**src/rtl/dsp_mac_pipe_if.sv**
```systemverilog
// Signal bundle for the dsp_mac_pipe slice: clock enable, valid-tagged sample
// inputs, cascade input and the registered result/status outputs.
interface dsp_mac_pipe_if #(
    parameter int A_WIDTH = 18,
    parameter int B_WIDTH = 18,
    parameter int P_WIDTH = 48
);
    logic                             i_ce;
    logic                             i_in_valid;
    logic signed [A_WIDTH-1:0]        i_a;
    logic signed [B_WIDTH-1:0]        i_b;
    logic signed [B_WIDTH-1:0]        i_d;
    logic signed [P_WIDTH-1:0]        i_c;
    logic signed [P_WIDTH-1:0]        i_pcin;
    logic        [4:0]                i_mode;
    logic                             i_acc_clr;
    logic                             o_out_valid;
    logic signed [P_WIDTH-1:0]        o_p;
    logic signed [P_WIDTH-1:0]        o_pcout;
    logic signed [A_WIDTH+B_WIDTH:0]  o_m;
    logic                             o_ovf;

    // Driver side (testbench or upstream logic).
    modport master (
        output i_ce, i_in_valid, i_a, i_b, i_d, i_c, i_pcin, i_mode, i_acc_clr,
        input  o_out_valid, o_p, o_pcout, o_m, o_ovf
    );

    // Slice side.
    modport slave (
        input  i_ce, i_in_valid, i_a, i_b, i_d, i_c, i_pcin, i_mode, i_acc_clr,
        output o_out_valid, o_p, o_pcout, o_m, o_ovf
    );
endinterface

```
**src/rtl/dsp_mac_pipe.sv**
```systemverilog
// Signed multiply-accumulate slice: optional input delay line, pre-adder and
// multiplier stage (M), post-adder/accumulator stage (P) with saturation and a
// sticky overflow flag. Every stage advances only on the global clock enable.
module dsp_mac_pipe #(
    parameter int A_WIDTH   = 18,
    parameter int B_WIDTH   = 18,
    parameter int P_WIDTH   = 48,
    parameter int IN_STAGES = 1,
    parameter int SATURATE  = 1
) (
    input logic            i_clk,
    input logic            i_rst,
    dsp_mac_pipe_if.slave  bus
);
    localparam int M_WIDTH = A_WIDTH + B_WIDTH + 1;
    localparam int S_WIDTH = P_WIDTH + 1;

    generate
        if (P_WIDTH < M_WIDTH) begin : g_bad_p_width
            $error("dsp_mac_pipe: P_WIDTH must be at least A_WIDTH+B_WIDTH+1");
        end
        if (IN_STAGES < 0 || IN_STAGES > 2) begin : g_bad_in_stages
            $error("dsp_mac_pipe: IN_STAGES must be 0, 1 or 2");
        end
    endgenerate

    // One sample as it travels through the input delay line; mode and C ride
    // with the data so each sample is processed with the mode it entered with.
    typedef struct packed {
        logic                      valid;
        logic                      acc_clr;
        logic [4:0]                mode;
        logic signed [P_WIDTH-1:0] c;
        logic signed [B_WIDTH-1:0] d;
        logic signed [B_WIDTH-1:0] b;
        logic signed [A_WIDTH-1:0] a;
    } sample_t;

    sample_t w_in;
    sample_t w_sin;

    assign w_in.valid   = bus.i_in_valid;
    assign w_in.acc_clr = bus.i_acc_clr;
    assign w_in.mode    = bus.i_mode;
    assign w_in.c       = bus.i_c;
    assign w_in.d       = bus.i_d;
    assign w_in.b       = bus.i_b;
    assign w_in.a       = bus.i_a;

    // ---------------- S_in: input delay line ----------------
    generate
        if (IN_STAGES == 0) begin : g_in_none
            assign w_sin = w_in;
        end else begin : g_in_regs
            sample_t r_in [IN_STAGES];

            // Shift the sample (data, mode and valid together) one stage per enabled cycle.
            // NOTE: every stage, data included, is cleared on reset because the reset state of all pipeline registers is observable.
            always_ff @(posedge i_clk or posedge i_rst) begin
                if (i_rst) begin
                    for (int i = 0; i < IN_STAGES; i++) begin
                        r_in[i] <= '0;
                    end
                end else if (bus.i_ce) begin
                    r_in[0] <= w_in;
                    for (int i = 1; i < IN_STAGES; i++) begin
                        r_in[i] <= r_in[i-1];
                    end
                end
            end

            assign w_sin = r_in[IN_STAGES-1];
        end
    endgenerate

    // ---------------- S_m: pre-adder and multiplier ----------------
    logic signed [B_WIDTH:0]   w_b_ext;
    logic signed [B_WIDTH:0]   w_d_ext;
    logic signed [B_WIDTH:0]   w_pre;
    logic signed [M_WIDTH-1:0] w_a_wide;
    logic signed [M_WIDTH-1:0] w_pre_wide;
    logic signed [M_WIDTH-1:0] w_prod;

    assign w_b_ext = {w_sin.b[B_WIDTH-1], w_sin.b};
    assign w_d_ext = {w_sin.d[B_WIDTH-1], w_sin.d};

    // Pre-adder: D+B, D-B, or B alone when the pre-adder is disabled.
    // NOTE: the default is assigned first so no path leaves w_pre unassigned and no latch is inferred.
    always_comb begin
        w_pre = w_b_ext;
        if (w_sin.mode[3]) begin
            w_pre = w_sin.mode[4] ? (w_d_ext - w_b_ext) : (w_d_ext + w_b_ext);
        end
    end

    // Operands widened to the full product width so the multiply is exact.
    assign w_a_wide   = M_WIDTH'(w_sin.a);
    assign w_pre_wide = M_WIDTH'(w_pre);
    assign w_prod     = w_a_wide * w_pre_wide;

    logic signed [M_WIDTH-1:0] r_m;
    logic signed [P_WIDTH-1:0] r_m_c;
    logic [2:0]                r_m_mode;
    logic                      r_m_clr;
    logic                      r_m_valid;

    // Product register; it loads on every enabled cycle, its value is don't-care for bubbles.
    // NOTE: sequential state uses non-blocking assignments so all registers sample pre-edge values.
    always_ff @(posedge i_clk or posedge i_rst) begin
        if (i_rst) begin
            r_m       <= '0;
            r_m_c     <= '0;
            r_m_mode  <= '0;
            r_m_clr   <= 1'b0;
            r_m_valid <= 1'b0;
        end else if (bus.i_ce) begin
            r_m       <= w_prod;
            r_m_c     <= w_sin.c;
            r_m_mode  <= w_sin.mode[2:0];
            r_m_clr   <= w_sin.acc_clr;
            r_m_valid <= w_sin.valid;
        end
    end

    // ---------------- S_p: post-adder / accumulator ----------------
    logic signed [P_WIDTH-1:0] r_p;
    logic                      r_ovf;
    logic                      r_out_valid;

    logic signed [P_WIDTH-1:0] w_z;
    logic signed [S_WIDTH-1:0] w_z_wide;
    logic signed [S_WIDTH-1:0] w_m_wide;
    logic signed [S_WIDTH-1:0] w_sum;
    logic                      w_ovf;
    logic signed [P_WIDTH-1:0] w_res;

    localparam logic signed [P_WIDTH-1:0] P_MAX = {1'b0, {(P_WIDTH-1){1'b1}}};
    localparam logic signed [P_WIDTH-1:0] P_MIN = {1'b1, {(P_WIDTH-1){1'b0}}};

    // Z multiplexer; a block-start tag forces zero whatever the select says.
    always_comb begin
        w_z = '0;
        if (!r_m_clr) begin
            case (r_m_mode[1:0])
                2'b01:   w_z = r_p;
                2'b10:   w_z = r_m_c;
                2'b11:   w_z = bus.i_pcin;
                default: w_z = '0;
            endcase
        end
    end

    // One guard bit above P_WIDTH exposes overflow as a mismatch of the top two bits.
    assign w_z_wide = S_WIDTH'(w_z);
    assign w_m_wide = S_WIDTH'(r_m);
    assign w_sum    = r_m_mode[2] ? (w_z_wide - w_m_wide) : (w_z_wide + w_m_wide);
    assign w_ovf    = w_sum[P_WIDTH] ^ w_sum[P_WIDTH-1];

    // Clamp to the signed range on overflow when saturating, otherwise wrap.
    always_comb begin
        w_res = w_sum[P_WIDTH-1:0];
        if (w_ovf && (SATURATE != 0)) begin
            w_res = w_sum[P_WIDTH] ? P_MIN : P_MAX;
        end
    end

    // Result register and sticky overflow; bubbles leave both untouched.
    always_ff @(posedge i_clk or posedge i_rst) begin
        if (i_rst) begin
            r_p         <= '0;
            r_ovf       <= 1'b0;
            r_out_valid <= 1'b0;
        end else if (bus.i_ce) begin
            r_out_valid <= r_m_valid;
            if (r_m_valid) begin
                r_p   <= w_res;
                r_ovf <= r_m_clr ? w_ovf : (r_ovf | w_ovf);
            end
        end
    end

    assign bus.o_p         = r_p;
    assign bus.o_pcout     = r_p;
    assign bus.o_m         = r_m;
    assign bus.o_ovf       = r_ovf;
    assign bus.o_out_valid = r_out_valid;
endmodule
```
**src/flat_wrapper.sv**
```systemverilog
// flat-port wrapper written by rule: the top's interface ports become plain ports
module dsp_mac_pipe_flat 
#(
    parameter int A_WIDTH   = 18,
    parameter int B_WIDTH   = 18,
    parameter int P_WIDTH   = 48,
    parameter int IN_STAGES = 1,
    parameter int SATURATE  = 1
)
  (i_clk, i_rst, bus_i_ce, bus_i_in_valid, bus_i_a, bus_i_b, bus_i_d, bus_i_c, bus_i_pcin, bus_i_mode, bus_i_acc_clr, bus_o_out_valid, bus_o_p, bus_o_pcout, bus_o_m, bus_o_ovf);
  dsp_mac_pipe_if #(.A_WIDTH(A_WIDTH), .B_WIDTH(B_WIDTH), .P_WIDTH(P_WIDTH)) bus_i ();
  input logic i_clk;
  input logic i_rst;
  input wire logic [$bits(bus_i.i_ce)-1:0] bus_i_ce;
  input wire logic [$bits(bus_i.i_in_valid)-1:0] bus_i_in_valid;
  input wire logic [$bits(bus_i.i_a)-1:0] bus_i_a;
  input wire logic [$bits(bus_i.i_b)-1:0] bus_i_b;
  input wire logic [$bits(bus_i.i_d)-1:0] bus_i_d;
  input wire logic [$bits(bus_i.i_c)-1:0] bus_i_c;
  input wire logic [$bits(bus_i.i_pcin)-1:0] bus_i_pcin;
  input wire logic [$bits(bus_i.i_mode)-1:0] bus_i_mode;
  input wire logic [$bits(bus_i.i_acc_clr)-1:0] bus_i_acc_clr;
  output wire logic [$bits(bus_i.o_out_valid)-1:0] bus_o_out_valid;
  output wire logic [$bits(bus_i.o_p)-1:0] bus_o_p;
  output wire logic [$bits(bus_i.o_pcout)-1:0] bus_o_pcout;
  output wire logic [$bits(bus_i.o_m)-1:0] bus_o_m;
  output wire logic [$bits(bus_i.o_ovf)-1:0] bus_o_ovf;
  assign bus_i.i_ce = bus_i_ce;
  assign bus_i.i_in_valid = bus_i_in_valid;
  assign bus_i.i_a = bus_i_a;
  assign bus_i.i_b = bus_i_b;
  assign bus_i.i_d = bus_i_d;
  assign bus_i.i_c = bus_i_c;
  assign bus_i.i_pcin = bus_i_pcin;
  assign bus_i.i_mode = bus_i_mode;
  assign bus_i.i_acc_clr = bus_i_acc_clr;
  assign bus_o_out_valid = bus_i.o_out_valid;
  assign bus_o_p = bus_i.o_p;
  assign bus_o_pcout = bus_i.o_pcout;
  assign bus_o_m = bus_i.o_m;
  assign bus_o_ovf = bus_i.o_ovf;
  dsp_mac_pipe #(.A_WIDTH(A_WIDTH), .B_WIDTH(B_WIDTH), .P_WIDTH(P_WIDTH), .IN_STAGES(IN_STAGES), .SATURATE(SATURATE)) u_core (.i_clk(i_clk), .i_rst(i_rst), .bus(bus_i));
endmodule
```
**config.mk**
```make
export PLATFORM = sky130hd
export DESIGN_NAME = dsp_mac_pipe_flat
export DESIGN_NICKNAME = d
export VERILOG_FILES = /design/src/rtl/dsp_mac_pipe_if.sv /design/src/rtl/dsp_mac_pipe.sv /design/src/flat_wrapper.sv
export SDC_FILE = /design/constraint.sdc
export NUM_CORES = 2
export LEC_CHECK = 0
export ABC_AREA = 1
export CORE_MARGIN = 4
export CORE_UTILIZATION = 65
export DETAILED_ROUTE_END_ITERATION = 10
export PLACE_DENSITY = 0.89
export SLEW_MARGIN = 20
export SYNTH_ARGS = -nofsm -noshare
export SYNTH_HDL_FRONTEND = slang
export SYNTH_SLANG_ARGS = --single-unit
```
**constraint.sdc**
```tcl
create_clock -name i_clk -period 16.4 [get_ports i_clk]
set_clock_uncertainty 0.15 [all_clocks]
set_input_delay 4.1 -clock i_clk [delete_from_list [all_inputs] [get_ports i_clk]]
set_output_delay 4.1 -clock i_clk [all_outputs]
set_load 0.05 [all_outputs]
```
Word level (Yosys, flattened, before mapping) --
Index checks and enable logic that the tools add are counted.
Operators by class: mux-type cells 8, add/sub/neg operators 4, shift-type cells 0, multipliers 1, order comparisons 0, equal/unequal tests 3, reduce and logical (&&, ||, !) cells 1, bitwise gates (word level) 2, divide/modulo/power cells 0
Operators by type and width (number):
- 48-bit 2-to-1 mux | 3
- 48-bit one-hot mux with 3 select lines | 1
- 48-bit by 37-bit adder with 49-bit output | 1
- 49-bit 2-to-1 mux | 1
- 48-bit by 37-bit subtractor with 49-bit output | 1
- 19-bit 2-to-1 mux | 2
- 18-bit by 19-bit multiplier with 37-bit output | 1
- 18-bit by 18-bit adder with 19-bit output | 1
- 18-bit by 18-bit subtractor with 19-bit output | 1
- 2-bit equality test (second input constant) | 2
- 2-bit by 1-bit equality test with 1-bit output (second input constant) | 1
- 2-bit AND reduction | 1
- 1-bit 2-to-1 mux | 1
- 1-bit OR | 1
- 1-bit XOR | 1
Word-level totals: logic and storage cells 34, memories 0, bits in writable memories 0, register bits after elaboration 249, bits of input ports 160, bits in latches 0, memory bits (read-only) 0

Depth between registers and ports, before layout --
depth in word-level cells 8, depth in mapped cells 50

Worst setup path before layout --
OpenSTA, ideal clock, no wires.
kind register to register, from register u_core.g_in_regs.r_in[18] (netlist bit), to register u_core.r_m[35], in the netlist u_core.bus.o_m[35], setup slack 7984 ps, setup time 118 ps, stages on the path, launching flop included 46, required time 16132 ps, clock period less this slack 8416 ps, arrival 8147 ps, cell sequence dfrtp_1 > inv_1 > ha_1 > nand2_1 > nor2_1 > nand3_1 > nor2_2 > nand2_1 > o31ai_1 > nand2_1 > xor2_1 > ha_1 > nand2_1 > nor2_1 > nand2_1 > nor3_1 > nor2_1 > nand3_1 > [10 not listed] > ha_1 > inv_1 > fa_1 > inv_1 > fa_1 > inv_1 > fa_1 > inv_1 > ha_1 > inv_1 > nor3_1 > nand2_1 > nor4_1 > nand2_1 > nand2_1 > nand2_1 > nand3_1 > nand2_1
Between the ends: longest elaborated chain between the ends 4, elaborated cells on any way between the ends 5, those cells by class add/sub (2); mul (1); mux (2)
RTL lines:
- start: declaration | RTL line dsp_mac_pipe.sv:55 | sample_t r_in [IN_STAGES];
- start signal: indexed assignment | RTL line dsp_mac_pipe.sv:67 | r_in[i] <= r_in[i-1];
- 18-bit by 18-bit adder with 19-bit output or 18-bit by 18-bit subtractor with 19-bit output (tied branches) | RTL line dsp_mac_pipe.sv:92 | w_pre = w_sin.mode[4] ? (w_d_ext - w_b_ext) : (w_d_ext + w_b_ext);
- 19-bit 2-to-1 mux | RTL line dsp_mac_pipe.sv:92
- 19-bit 2-to-1 mux * | RTL line dsp_mac_pipe.sv:91 | if (w_sin.mode[3]) begin
- 18-bit by 19-bit multiplier with 37-bit output * | RTL line dsp_mac_pipe.sv:99 | assign w_prod = w_a_wide * w_pre_wide;
- end signal: assignment | RTL line dsp_mac_pipe.sv:117 | r_m <= w_prod;
- end: declaration | RTL line dsp_mac_pipe.sv:101 | logic signed [M_WIDTH-1:0] r_m;
Mark *: on every way between the ends. The rest lies on a longest branch, timed or not. A chain may end at the register's enable or synchronous reset.

Worst setup path in the final report --
from register u_core.g_in_regs.r_in[20] (netlist bit), to register u_core.r_m[35], in the netlist u_core.bus.o_m[35]
Same word-level chain as after synthesis.

==> flow_summary_export.csv <==
group,metric,value,unit
status,status,"completed",
clocking,cts_tree,"yes",
min_path,holdCritStartpoint,"u_core.g_in_regs.r_in[71]$_DFFE_PP0P_",
floorplan,start_util,66.0,%
min_path,whs_endpoint,"u_core.g_in_regs.r_in[71]$_DFFE_PP0P_",
grt,grt_overflow,0,
synth,yosysUniqueCellTypes,50,
synth,synth_area_leader_cell,"fa_1",
grt,grt_max_degree,111,
sta,finalHoldViolCount,0,
finish,final_common_cell,"nand2_1",
synth,syn-cell-area,30000,um^2
floorplan,fp.dieH,223,um
grt,antenna_found_initial,1,
clocking,clkLatencyLatePin,0.60,ns
synth,synth-compound-area-share,8.04,%
detailed_routing,avgViaCountPerCell,5.76,
clocking,cts_sinks,249,
critical_path,r2r-start,"u_core.g_in_regs.r_in[20]$_DFFE_PP0P_",
critical_path,critPathMaxFanout,12,
synth,syn_nets,4752,
min_path,hold_class,"flip-flop to flip-flop",
finish,layout_common_cells,"nand2_1, inv_1, fa_1, nor2_1, clkdlybuf4s50_1",
grt,grt_usage,39.9,%
synth,yosys.area_share.adder,29.6,%
sta,final-setup-viol-count,0,
place,place_congestion,1.01,
finish,nNetsFinal,4916,
detailed_routing,dr.pass1.iters,6,
place,portBuffers,294,
sta,tightest_slew,0.968,ns
finish,areaGrowthSynthToFinish,13.1,%
critical_path,critPathCaptureType,"flip-flop",
critical_path,startpoint_type,"flip-flop",
detailed_routing,ant_nets,0,
detailed_routing,drc,0,
critical_path,slowest_delay,0.96,ns
detailed_routing,dr.first_iter.drc_count,2746,
clocking,cts_setup_buffers,0,
critical_path,critPathArrivalTime,9.98,ns
synth,ys_seq_elements,249,
floorplan,rows,78,
synth,synth_edf_count,0,
finish,drive_gt1_share,3.86,%
synth,synth_top_area_share,22.7,%
critical_path,crit_slowest_cell,"fa_1",
critical_path,ff2ff_setup_slack,6.75,ns
synth,syn_area_per_cell,7.34,um^2
job,max_cap_violations,0,
detailed_routing,wire_per_inst,20.6,um
place,detailed_place_hpwl,80.3,mm
synth,muxShareOfSynthArea,0,%
grt,grt_pass1_wl,156,mm
critical_path,critical_path_class,"flip-flop to flip-flop",
floorplan,design.die.area,49700,um^2
sta,fmax,104,MHz
synth,seq_area_frac_synth,20.8,%
sta,rsz0062_at_grt,"false",
synth,yosysWarningCount,0,
critical_path,r2r_cells,46,
synth,synth_top_family_by_area,"adder cells",
synth,synth_simple_gate_area_share,25.0,%
sta,fin_crit,9.65,ns
sta,timing.final.crit_share,58.9,%
synth,synthXorXnorAreaFrac,3.47,%
critical_path,crit_required,16.73,ns
floorplan,die_x,223,um
min_path,holdPathStages,2,
clocking,cts.path.max_buffers,3,
synth,postSynth.asyncResetShare,100,%
critical_path,path_common_cell,"inv_1",
critical_path,r2r_end,"u_core.bus.o_m[35]$_DFFE_PP0P_",
sta,finalMaxSlewViolations,0,
sta,setup_tns,0,ns
floorplan,ios,295,
floorplan,core_area,45500,um^2
clocking,cts_buffers,29,
synth,synth_ff_type,"dfrtp_1",
clocking,htreeDepth,1,
synth,synthTopCellsByArea,"fa_1, dfrtp_1, nand2_1",
clocking,cts.repair.resized,0,
sta,slew_headroom,35.5,%
finish,nFillCells,3482,
clocking,cts_hold_buf,0,
grt,grt_pass1_vias,28506,
detailed_routing,vias,28050,
detailed_routing,routed_wl,100,mm
clocking,clkTransAtPathRegs,0.06,ns
synth,netlist_instances,4087,
clocking,cts-root-buf,"clkbuf_16",
==> routing by layer <==
layer	track usage (%)	share of wire, %	vias to the layer above	routed length (um)
met5	0	0	-	0
met4	22.9	7.4	0	7420
met3	6.12	8.2	376	8180
met2	70.0	49	1554	49200
met1	46.7	35	13380	35500
li1	-	-	12740	-
==> worst max-delay path: cells and delay by family, from the launching register on <==
kind	cells	cell delay [ns]
compound gates	3	0.48
buf+inv	11	0.96
fa+ha+maj	8	4.23
flops	1	0.37
simple gates	22	2.98
xor+xnor	2	0.33
==> sequential cells by signal, summed over array words and instances, names as in the netlist <==
name / cells
u_core.bus.o_out_valid: 1
u_core.bus.o_ovf: 1
u_core.bus.o_p: 48
u_core.r_m_valid: 1
u_core.bus.o_m: 37
u_core.r_m_mode: 3
u_core.r_m_clr: 1
u_core.r_m_c: 48
u_core.g_in_regs.r_in: 109
==> cell families after synthesis <==
logic type      after synthesis
fa+ha+maj                   505
flops                       249
xor+xnor                    119
compound gates              429
simple gates               1804
buf+inv                     981
==> worst max-delay path by stage <==
stage               cells after the start                             end                                  start  slack [ns]
global route                           45  u_core.bus.o_m[35]$_DFFE_PP0P_  u_core.g_in_regs.r_in[20]$_DFFE_PP0P_        5.87
detailed placement                     45  u_core.bus.o_m[35]$_DFFE_PP0P_  u_core.g_in_regs.r_in[20]$_DFFE_PP0P_        6.85
global placement                       46  u_core.bus.o_m[35]$_DFFE_PP0P_  u_core.g_in_regs.r_in[20]$_DFFE_PP0P_        7.15
floorplan                               1   u_core.bus.o_m[0]$_DFFE_PP0P_                                  i_rst        5.31
finish                                 46  u_core.bus.o_m[35]$_DFFE_PP0P_  u_core.g_in_regs.r_in[20]$_DFFE_PP0P_        6.75
CTS                                    45  u_core.bus.o_m[35]$_DFFE_PP0P_  u_core.g_in_regs.r_in[20]$_DFFE_PP0P_        6.85
==> cell type report <==
| type | instances | area [um^2] | area share (%) |
|---|---|---|---|
| Sequential cell | 249 | 6230 | 18.4 |
| Clock inverter | 8 | 161 | 0.476 |
| Clock buffer | 42 | 855 | 2.52 |
| Timing Repair Buffer | 313 | 3090 | 9.11 |
| Multi-Input combinational cell | 2857 | 19800 | 58.4 |
| Tap cell | 600 | 751 | 2.21 |
| Antenna cell | 1 | 2.50 | 0.00737 |
| Inverter | 801 | 3020 | 8.89 |
==> cells in the mapped netlist, types with 6 or more instances <==
library cell     n
a21o_1           7
a21oi_1        125
a31oi_1         11
buf_1           10
buf_2           15
buf_4           50
clkbuf_1        98
clkinv_1         6
dfrtp_1        249
fa_1           341
ha_1           164
inv_1          776
inv_2           19
nand2_1       1129
nand2_2          9
nand3_1        186
nand3_2         29
nand4_1         37
nor2_1         337
nor2_2          17
nor3_1          27
nor4_1           6
o211ai_1        39
o21ai_0        192
o21ai_1          8
o21bai_1        20
o31ai_1          7
or2_2           14
xnor2_1         39
xor2_1          80
==> stage by stage <==
| step | setup WS [ns] | hold slack, ns | area (um^2) | std cells | utilization (%) |
|---|---|---|---|---|---|
| 2_1_floorplan | 5.31 | 0.292 | 30000 | 4087 | - |
| 3_3_place_gp | 7.15 | 0.305 | 32900 | 4820 | 72.4 |
| 3_5_place_dp | 6.85 | 0.309 | 32900 | 4820 | 72.4 |
| 4_1_cts | 6.85 | 0.324 | 33900 | 4870 | 74.6 |
| 5_1_grt | 5.87 | 0.344 | 33900 | 4870 | 74.6 |
| 6_report | 6.75 | 0.322 | 33900 | 4871 | 74.6 |
Power is left out: the tool's default activity adds up to more than one toggle a clock period on the data nets, which glitch-free logic cannot reach.
